<file path="config.mk">
export PLATFORM = sky130hd
export DESIGN_NAME = sample_iter_msaa_flat
export DESIGN_NICKNAME = d
export VERILOG_FILES = /design/src/rtl/sample_iter_msaa_if.sv /design/src/rtl/sample_iter_msaa.sv /design/src/flat_wrapper.sv
export SDC_FILE = /design/constraint.sdc
export NUM_CORES = 1
export LEC_CHECK = 0
export CORE_AREA = 2 2 286 288
export DETAILED_ROUTE_END_ITERATION = 8
export DIE_AREA = 0 0 288 290
export GPL_TIMING_DRIVEN = 0
export SLEW_MARGIN = 20
export SYNTH_ARGS = -nofsm -noshare
export SYNTH_HDL_FRONTEND = slang
export SYNTH_SLANG_ARGS = --single-unit
</file>
<file path="constraint.sdc">
create_clock -name clk -period 12.6 [get_ports clk]
set_input_delay 1.89 -clock clk [delete_from_list [all_inputs] [get_ports clk]]
set_output_delay 1.89 -clock clk [all_outputs]
set_load 0.005 [all_outputs]
</file>
<file path="src/rtl/sample_iter_msaa_if.sv">
// Upstream (triangle + box) and downstream (sample) signals of the MSAA sample iterator.
interface sample_iter_msaa_if #(
  parameter int unsigned SIGFIG   = 24,
  parameter int unsigned RADIX    = 10,
  parameter int unsigned VERTS    = 3,
  parameter int unsigned AXIS     = 3,
  parameter int unsigned COLORS   = 3,
  parameter int unsigned SS_W_MAX = 3
);
  localparam int unsigned TriW = VERTS * AXIS * SIGFIG;
  localparam int unsigned ColW = COLORS * SIGFIG;
  localparam int unsigned SsW  = $clog2(SS_W_MAX + 1);

  logic                  tri_valid_i;
  logic [TriW-1:0]       tri_i;
  logic [ColW-1:0]       color_i;
  logic [2*SIGFIG-1:0]   box_ll_i;
  logic [2*SIGFIG-1:0]   box_ur_i;
  logic [SsW-1:0]        ss_w_i;
  logic                  halt_o;
  logic                  sample_valid_o;
  logic                  sample_ready_i;
  logic [2*SIGFIG-1:0]   sample_o;
  logic [TriW-1:0]       tri_o;
  logic [ColW-1:0]       color_o;
  logic                  first_o;
  logic                  last_o;

  // Producer/consumer side (drives triangles, accepts samples).
  modport master (
    output tri_valid_i, tri_i, color_i, box_ll_i, box_ur_i, ss_w_i, sample_ready_i,
    input  halt_o, sample_valid_o, sample_o, tri_o, color_o, first_o, last_o
  );

  // Iterator side.
  modport slave (
    input  tri_valid_i, tri_i, color_i, box_ll_i, box_ur_i, ss_w_i, sample_ready_i,
    output halt_o, sample_valid_o, sample_o, tri_o, color_o, first_o, last_o
  );
endinterface

</file>
<file path="src/rtl/sample_iter_msaa.sv">
// Walks the sample grid inside a snapped bounding box in raster order, one sample per
// handshake, with a run-time MSAA step of 1 << (RADIX - ss_w).
module sample_iter_msaa #(
  parameter int unsigned SIGFIG   = 24,
  parameter int unsigned RADIX    = 10,
  parameter int unsigned VERTS    = 3,
  parameter int unsigned AXIS     = 3,
  parameter int unsigned COLORS   = 3,
  parameter int unsigned SS_W_MAX = 3
) (
  input logic               clk,
  input logic               rst_n,
  sample_iter_msaa_if.slave bus
);
  localparam int unsigned TriW = VERTS * AXIS * SIGFIG;
  localparam int unsigned ColW = COLORS * SIGFIG;
  localparam int unsigned SsW  = $clog2(SS_W_MAX + 1);
  localparam int unsigned ShW  = $clog2(RADIX + 1);

  typedef enum logic {StIdle, StIter} state_e;

  state_e                    state_q, state_d;
  logic                      halt_q, halt_d;
  logic                      valid_q, valid_d;
  logic                      first_q, first_d;
  logic [TriW-1:0]           tri_q, tri_d;
  logic [ColW-1:0]           color_q, color_d;
  logic signed [SIGFIG-1:0]  x_q, x_d, y_q, y_d;
  logic signed [SIGFIG-1:0]  ll_x_q, ll_x_d, ur_x_q, ur_x_d, ur_y_q, ur_y_d;
  logic [SsW-1:0]            ssw_q, ssw_d;

  logic signed [SIGFIG-1:0]  in_ll_x, in_ll_y, in_ur_x, in_ur_y;
  logic                      box_ok, accept, fire;
  logic [31:0]               ss_ext;
  logic [SsW-1:0]            ss_clamp;
  logic [ShW-1:0]            sh;
  logic signed [SIGFIG:0]    step, nx, ny;
  logic                      x_wrap, y_wrap;

  // Input decode, clamp and next-coordinate arithmetic; one extra bit so x+step never wraps.
  always_comb begin
    in_ll_x  = bus.box_ll_i[SIGFIG-1:0];
    in_ll_y  = bus.box_ll_i[2*SIGFIG-1:SIGFIG];
    in_ur_x  = bus.box_ur_i[SIGFIG-1:0];
    in_ur_y  = bus.box_ur_i[2*SIGFIG-1:SIGFIG];
    box_ok   = (in_ll_x <= in_ur_x) && (in_ll_y <= in_ur_y);
    accept   = bus.tri_valid_i && !halt_q;
    fire     = valid_q && bus.sample_ready_i;
    ss_ext   = 32'(bus.ss_w_i);
    ss_clamp = (ss_ext > SS_W_MAX) ? SsW'(SS_W_MAX) : bus.ss_w_i;
    sh       = ShW'(RADIX) - ShW'(ssw_q);
    step     = (SIGFIG+1)'(1) << sh;
    nx       = {x_q[SIGFIG-1], x_q} + step;
    ny       = {y_q[SIGFIG-1], y_q} + step;
    x_wrap   = nx > {ur_x_q[SIGFIG-1], ur_x_q};
    y_wrap   = ny > {ur_y_q[SIGFIG-1], ur_y_q};
  end

  // Next-state: latch the triangle on accept, then step the grid on each fire.
  always_comb begin
    state_d = state_q;
    first_d = first_q;
    tri_d   = tri_q;
    color_d = color_q;
    x_d     = x_q;
    y_d     = y_q;
    ll_x_d  = ll_x_q;
    ur_x_d  = ur_x_q;
    ur_y_d  = ur_y_q;
    ssw_d   = ssw_q;
    case (state_q)
      StIdle: begin
        // An empty box is consumed without producing samples.
        if (accept && box_ok) begin
          state_d = StIter;
          first_d = 1'b1;
          tri_d   = bus.tri_i;
          color_d = bus.color_i;
          x_d     = in_ll_x;
          y_d     = in_ll_y;
          ll_x_d  = in_ll_x;
          ur_x_d  = in_ur_x;
          ur_y_d  = in_ur_y;
          ssw_d   = ss_clamp;
        end
      end
      StIter: begin
        if (fire) begin
          first_d = 1'b0;
          if (!x_wrap) begin
            x_d = nx[SIGFIG-1:0];
          end else if (!y_wrap) begin
            x_d = ll_x_q;
            y_d = ny[SIGFIG-1:0];
          end else begin
            state_d = StIdle;
          end
        end
      end
      default: state_d = StIdle;
    endcase
    halt_d  = (state_d == StIter);
    valid_d = (state_d == StIter);
  end

  // State and data registers; reset clears everything, aborting any walk in progress.
  always_ff @(posedge clk or negedge rst_n) begin
    if (!rst_n) begin
      state_q <= StIdle;
      halt_q  <= 1'b0;
      valid_q <= 1'b0;
      first_q <= 1'b0;
      tri_q   <= '0;
      color_q <= '0;
      x_q     <= '0;
      y_q     <= '0;
      ll_x_q  <= '0;
      ur_x_q  <= '0;
      ur_y_q  <= '0;
      ssw_q   <= '0;
    end else begin
      state_q <= state_d;
      halt_q  <= halt_d;
      valid_q <= valid_d;
      first_q <= first_d;
      tri_q   <= tri_d;
      color_q <= color_d;
      x_q     <= x_d;
      y_q     <= y_d;
      ll_x_q  <= ll_x_d;
      ur_x_q  <= ur_x_d;
      ur_y_q  <= ur_y_d;
      ssw_q   <= ssw_d;
    end
  end

  // Outputs; last_o looks one step ahead in both axes.
  always_comb begin
    bus.halt_o         = halt_q;
    bus.sample_valid_o = valid_q;
    bus.sample_o       = {y_q, x_q};
    bus.tri_o          = tri_q;
    bus.color_o        = color_q;
    bus.first_o        = first_q;
    bus.last_o         = valid_q && x_wrap && y_wrap;
  end
endmodule
</file>
<file path="src/flat_wrapper.sv">
// flat-port wrapper written by rule: the top's interface ports become plain ports
module sample_iter_msaa_flat 
#(
  parameter int unsigned SIGFIG   = 24,
  parameter int unsigned RADIX    = 10,
  parameter int unsigned VERTS    = 3,
  parameter int unsigned AXIS     = 3,
  parameter int unsigned COLORS   = 3,
  parameter int unsigned SS_W_MAX = 3
)
  (clk, rst_n, bus_tri_valid_i, bus_tri_i, bus_color_i, bus_box_ll_i, bus_box_ur_i, bus_ss_w_i, bus_sample_ready_i, bus_halt_o, bus_sample_valid_o, bus_sample_o, bus_tri_o, bus_color_o, bus_first_o, bus_last_o);
  sample_iter_msaa_if #(.SIGFIG(SIGFIG), .RADIX(RADIX), .VERTS(VERTS), .AXIS(AXIS), .COLORS(COLORS), .SS_W_MAX(SS_W_MAX)) bus_i ();
  input logic clk;
  input logic rst_n;
  input wire logic [$bits(bus_i.tri_valid_i)-1:0] bus_tri_valid_i;
  input wire logic [$bits(bus_i.tri_i)-1:0] bus_tri_i;
  input wire logic [$bits(bus_i.color_i)-1:0] bus_color_i;
  input wire logic [$bits(bus_i.box_ll_i)-1:0] bus_box_ll_i;
  input wire logic [$bits(bus_i.box_ur_i)-1:0] bus_box_ur_i;
  input wire logic [$bits(bus_i.ss_w_i)-1:0] bus_ss_w_i;
  input wire logic [$bits(bus_i.sample_ready_i)-1:0] bus_sample_ready_i;
  output wire logic [$bits(bus_i.halt_o)-1:0] bus_halt_o;
  output wire logic [$bits(bus_i.sample_valid_o)-1:0] bus_sample_valid_o;
  output wire logic [$bits(bus_i.sample_o)-1:0] bus_sample_o;
  output wire logic [$bits(bus_i.tri_o)-1:0] bus_tri_o;
  output wire logic [$bits(bus_i.color_o)-1:0] bus_color_o;
  output wire logic [$bits(bus_i.first_o)-1:0] bus_first_o;
  output wire logic [$bits(bus_i.last_o)-1:0] bus_last_o;
  assign bus_i.tri_valid_i = bus_tri_valid_i;
  assign bus_i.tri_i = bus_tri_i;
  assign bus_i.color_i = bus_color_i;
  assign bus_i.box_ll_i = bus_box_ll_i;
  assign bus_i.box_ur_i = bus_box_ur_i;
  assign bus_i.ss_w_i = bus_ss_w_i;
  assign bus_i.sample_ready_i = bus_sample_ready_i;
  assign bus_halt_o = bus_i.halt_o;
  assign bus_sample_valid_o = bus_i.sample_valid_o;
  assign bus_sample_o = bus_i.sample_o;
  assign bus_tri_o = bus_i.tri_o;
  assign bus_color_o = bus_i.color_o;
  assign bus_first_o = bus_i.first_o;
  assign bus_last_o = bus_i.last_o;
  sample_iter_msaa #(.SIGFIG(SIGFIG), .RADIX(RADIX), .VERTS(VERTS), .AXIS(AXIS), .COLORS(COLORS), .SS_W_MAX(SS_W_MAX)) u_core (.clk(clk), .rst_n(rst_n), .bus(bus_i));
endmodule
</file>
==> impl_metrics.ini <==
[placement]
dp_hpwl_um = 69300
portBuffers = 729
dp_cells = 3520
gp_congestion = 0.903
dp_slack_ps = 4840

[synthesis]
syn-cell-area_um2 = 20400
synth_flop_cell = dfrtp_1
synth-seq-cells = 412
synth-edff-count = 0
yosysSeqAreaShare = 0.504
avgSynthCellArea_um2 = 12.0
synth_warnings = 0
ys_async_sr_fraction = 1.00
synth_cell_types = 73
syn_inst = 1702

[setup_path]
cpPeakStageDelay_ps = 750
crit_required_ps = 10710
path_buf_inv = 2
crit_path_end_kind = primary output
crit_arrival_ps = 6590
cp_slowest_cell = o41ai_1
cp-start-kind = register
critPathTopFamily = simple AND/OR/NAND/NOR gates
cp_max_fo = 10
criticalPathCategory = register to primary output
crit_chain = nor2b_1 -> ha_1 -> a21oi_1 -> o21ai_0 -> o41ai_1 -> o21ba_2 -> xnor2_1 -> ha_1 -> nand4_1 -> nor3_1 -> o2111ai_1 -> o211ai_2 -> nand2_2 -> clkbuf_1 -> nor4_1 -> clkdlybuf4s50_1
crit_path_frequent_cell = ha_1

[cells_and_area]
drive_gt1_frac = 0.194
multiInputGateArea_um2 = 9290
final_nets = 3033
fillers = 7780
n_antenna_cell = 0
layout_common_cells = clkdlybuf4s50_1, dfrtp_1, mux2_2
area_delta_synth_final_pct = 51.5
fin_cells = 3609
final_common_cell = clkdlybuf4s50_1
final_util = 0.386
seqCellArea_um2 = 10300

[power]
vdd_ir_drop_max_v = 0.000132
pwr-share-clk = 0.328
p_leak_nw = 14.2
switching_share = 0.319
power_switching_w = 0.00146
comb_power_share = 0.318
p_int_w = 0.00312
powerDensity_nw_per_um2 = 148
p_seq_frac = 0.354

[floorplan]
io_pins = 730
die_h_um = 290
core_area_um2 = 80200
die_area_um2 = 83500
die_w_um = 288
rows = 104
initial_core_util = 0.255

[drt]
drt_first_pass_iters = 5
drc = 0
drt-initial-drc-count = 903
wl_per_cell_um = 23.5
vias_per_cell = 4.67
num_vias = 16900
antenna_left = 0
drt-total-wl_um = 84700

[timing]
final_hold_viol_count = 0
finalCriticalPeriod_ps = 8480
fin_skew_ps = 17.3
setup_viol = 0
setup_slack_ps = 4120
fin_crit_sh = 0.673
slew_headroom = 0.309
tns_ps = 0
hold_slack_ps = 474
tightest_slew_ps = 1030
rsz0062_at_grt = false
fmax_mhz = 118
slew_viol_final = 0

[global_routing]
antenna_found_initial = 10
grt_pass1_vias = 18600
grt_max_degree = 94
grt_first_pass_wirelength_um = 124000
grt_overflow = 0
grt_use_total = 0.200

[clock_tree]
hold_buffers = 0
htreeDepth = 2
cts_tree = built
cts-resized-gates = 0
cts.sinks = 412
cts-buffers-inserted = 50
cts_root_buf = clkbuf_16
path_clk_slew_ps = 60
clock_latency_ps = 600
clk_path_buf_depth = 3
post_cts_buffers = 0

[job]
maxCapViolations = 0

[outcome]
outcome = completed

[hold_path]
hold_path_class = register to register
-- per-stage QoR --
stage,total power (W),cell area [um2]
2_1_floorplan,0.00237,20500
3_3_place_gp,0.00305,29200
3_5_place_dp,0.00308,29300
4_1_cts,0.00461,31000
5_1_grt,0.00484,31000
6_report,0.00458,31000
-- layer usage --
layer / vias up / wire length [um] / track usage
met5: - / 106 / 0
met4: 16 / 2830 / 0.0652
met3: 151 / 5650 / 0.0520
met2: 622 / 45000 / 0.370
met1: 8414 / 31100 / 0.220
li1: 7659 / - / -
-- state kept, by name (all words and copies together), names as in the netlist, named ones only --
register	count
u_core.ur_y_q	24
u_core.state_q	1
u_core.bus.color_o	72
u_core.y_q	23
u_core.x_q	24
u_core.ur_x_q	24
u_core.bus.tri_o	216
u_core.bus.first_o	1
u_core.ll_x_q	24
u_core.ssw_q	2
-- cell families after synthesis --
logic type      Yosys count  synth area share
flops                   412             0.504
mux                     358             0.197
simple gates            306            0.0690
compound gates          267            0.0841
buf+inv                 183            0.0457
fa+ha+maj               131            0.0809
xor+xnor                 44            0.0189
other cells               1          0.000183
-- layout make-up --
type                       count  area share
inverter                     110      0.0133
clock inverter                19     0.00820
multi-input combinational   1132       0.300
buffer                        73      0.0168
clock buffer                  70      0.0464
tap                         1060      0.0428
timing repair buffer         733       0.239
sequential                   412       0.333
-- worst register-to-register path, stage by stage (launching register included) --
cell      delay [ps]
dfrtp_1          400
nor2b_1          490
ha_1             390
a21oi_1          240
inv_1             60
o311a_1          400
o21ai_0          510
o31a_1           400
nor3_1           150
xor2_1           160
ha_1             320
nand4_1          150
or2_2            360
nor4_1           850
o311ai_1         190
buf_2            250
nand2_2          190
buf_2            360
mux2_2           390
-- power groups by stage --
stage,Clock [W],Sequential [W],Combinational (W)
after floorplan,0,0.00160,0.000763
after global placement,0,0.00164,0.00142
after detailed placement,0,0.00164,0.00144
after CTS,0.00154,0.00162,0.00146
after global routing,0.00159,0.00164,0.00161
final,0.00150,0.00162,0.00146
-- cell usage after synthesis (6+ instances only) --
cell type,number,area (um2)
buf_4,24,180
a211oi_1,9,67.6
mux2i_1,8,80.1
clkbuf_1,23,86.3
xor2_1,22,193
nand2_1,139,522
buf_6,20,225
xnor2_1,22,193
and2_1,6,37.5
nor3_1,17,85.1
a21o_1,14,105
mux2_2,345,3880
o21ai_0,82,410
nor2_1,48,180
dfrtp_1,412,10300
o21a_1,6,45.0
nand4_1,21,131
a21oi_1,60,300
a31oi_1,20,125
ha_1,129,1610
nand3_1,37,185
inv_1,110,413
o211ai_1,8,60.1
-- path summary, 6_finish.rpt --
check | start | end | slack, ps | cells past startpoint
setup reg to reg | u_core.ssw_q[1] | u_core.x_q[9] | 6210 | 18
hold reg to reg | u_core.bus.first_o | u_core.bus.first_o | 470 | 2
setup / recovery | u_core.ssw_q[0] | bus_last_o | 4120 | 16
min in group asynchronous | rst_n | u_core.bus.tri_o[185] | 1270 | 1
hold / removal | u_core.bus.first_o | u_core.bus.first_o | 470 | 2
max in group asynchronous | rst_n | u_core.bus.tri_o[202] | 9830 | 3
(Power assumes the default switching activity.)
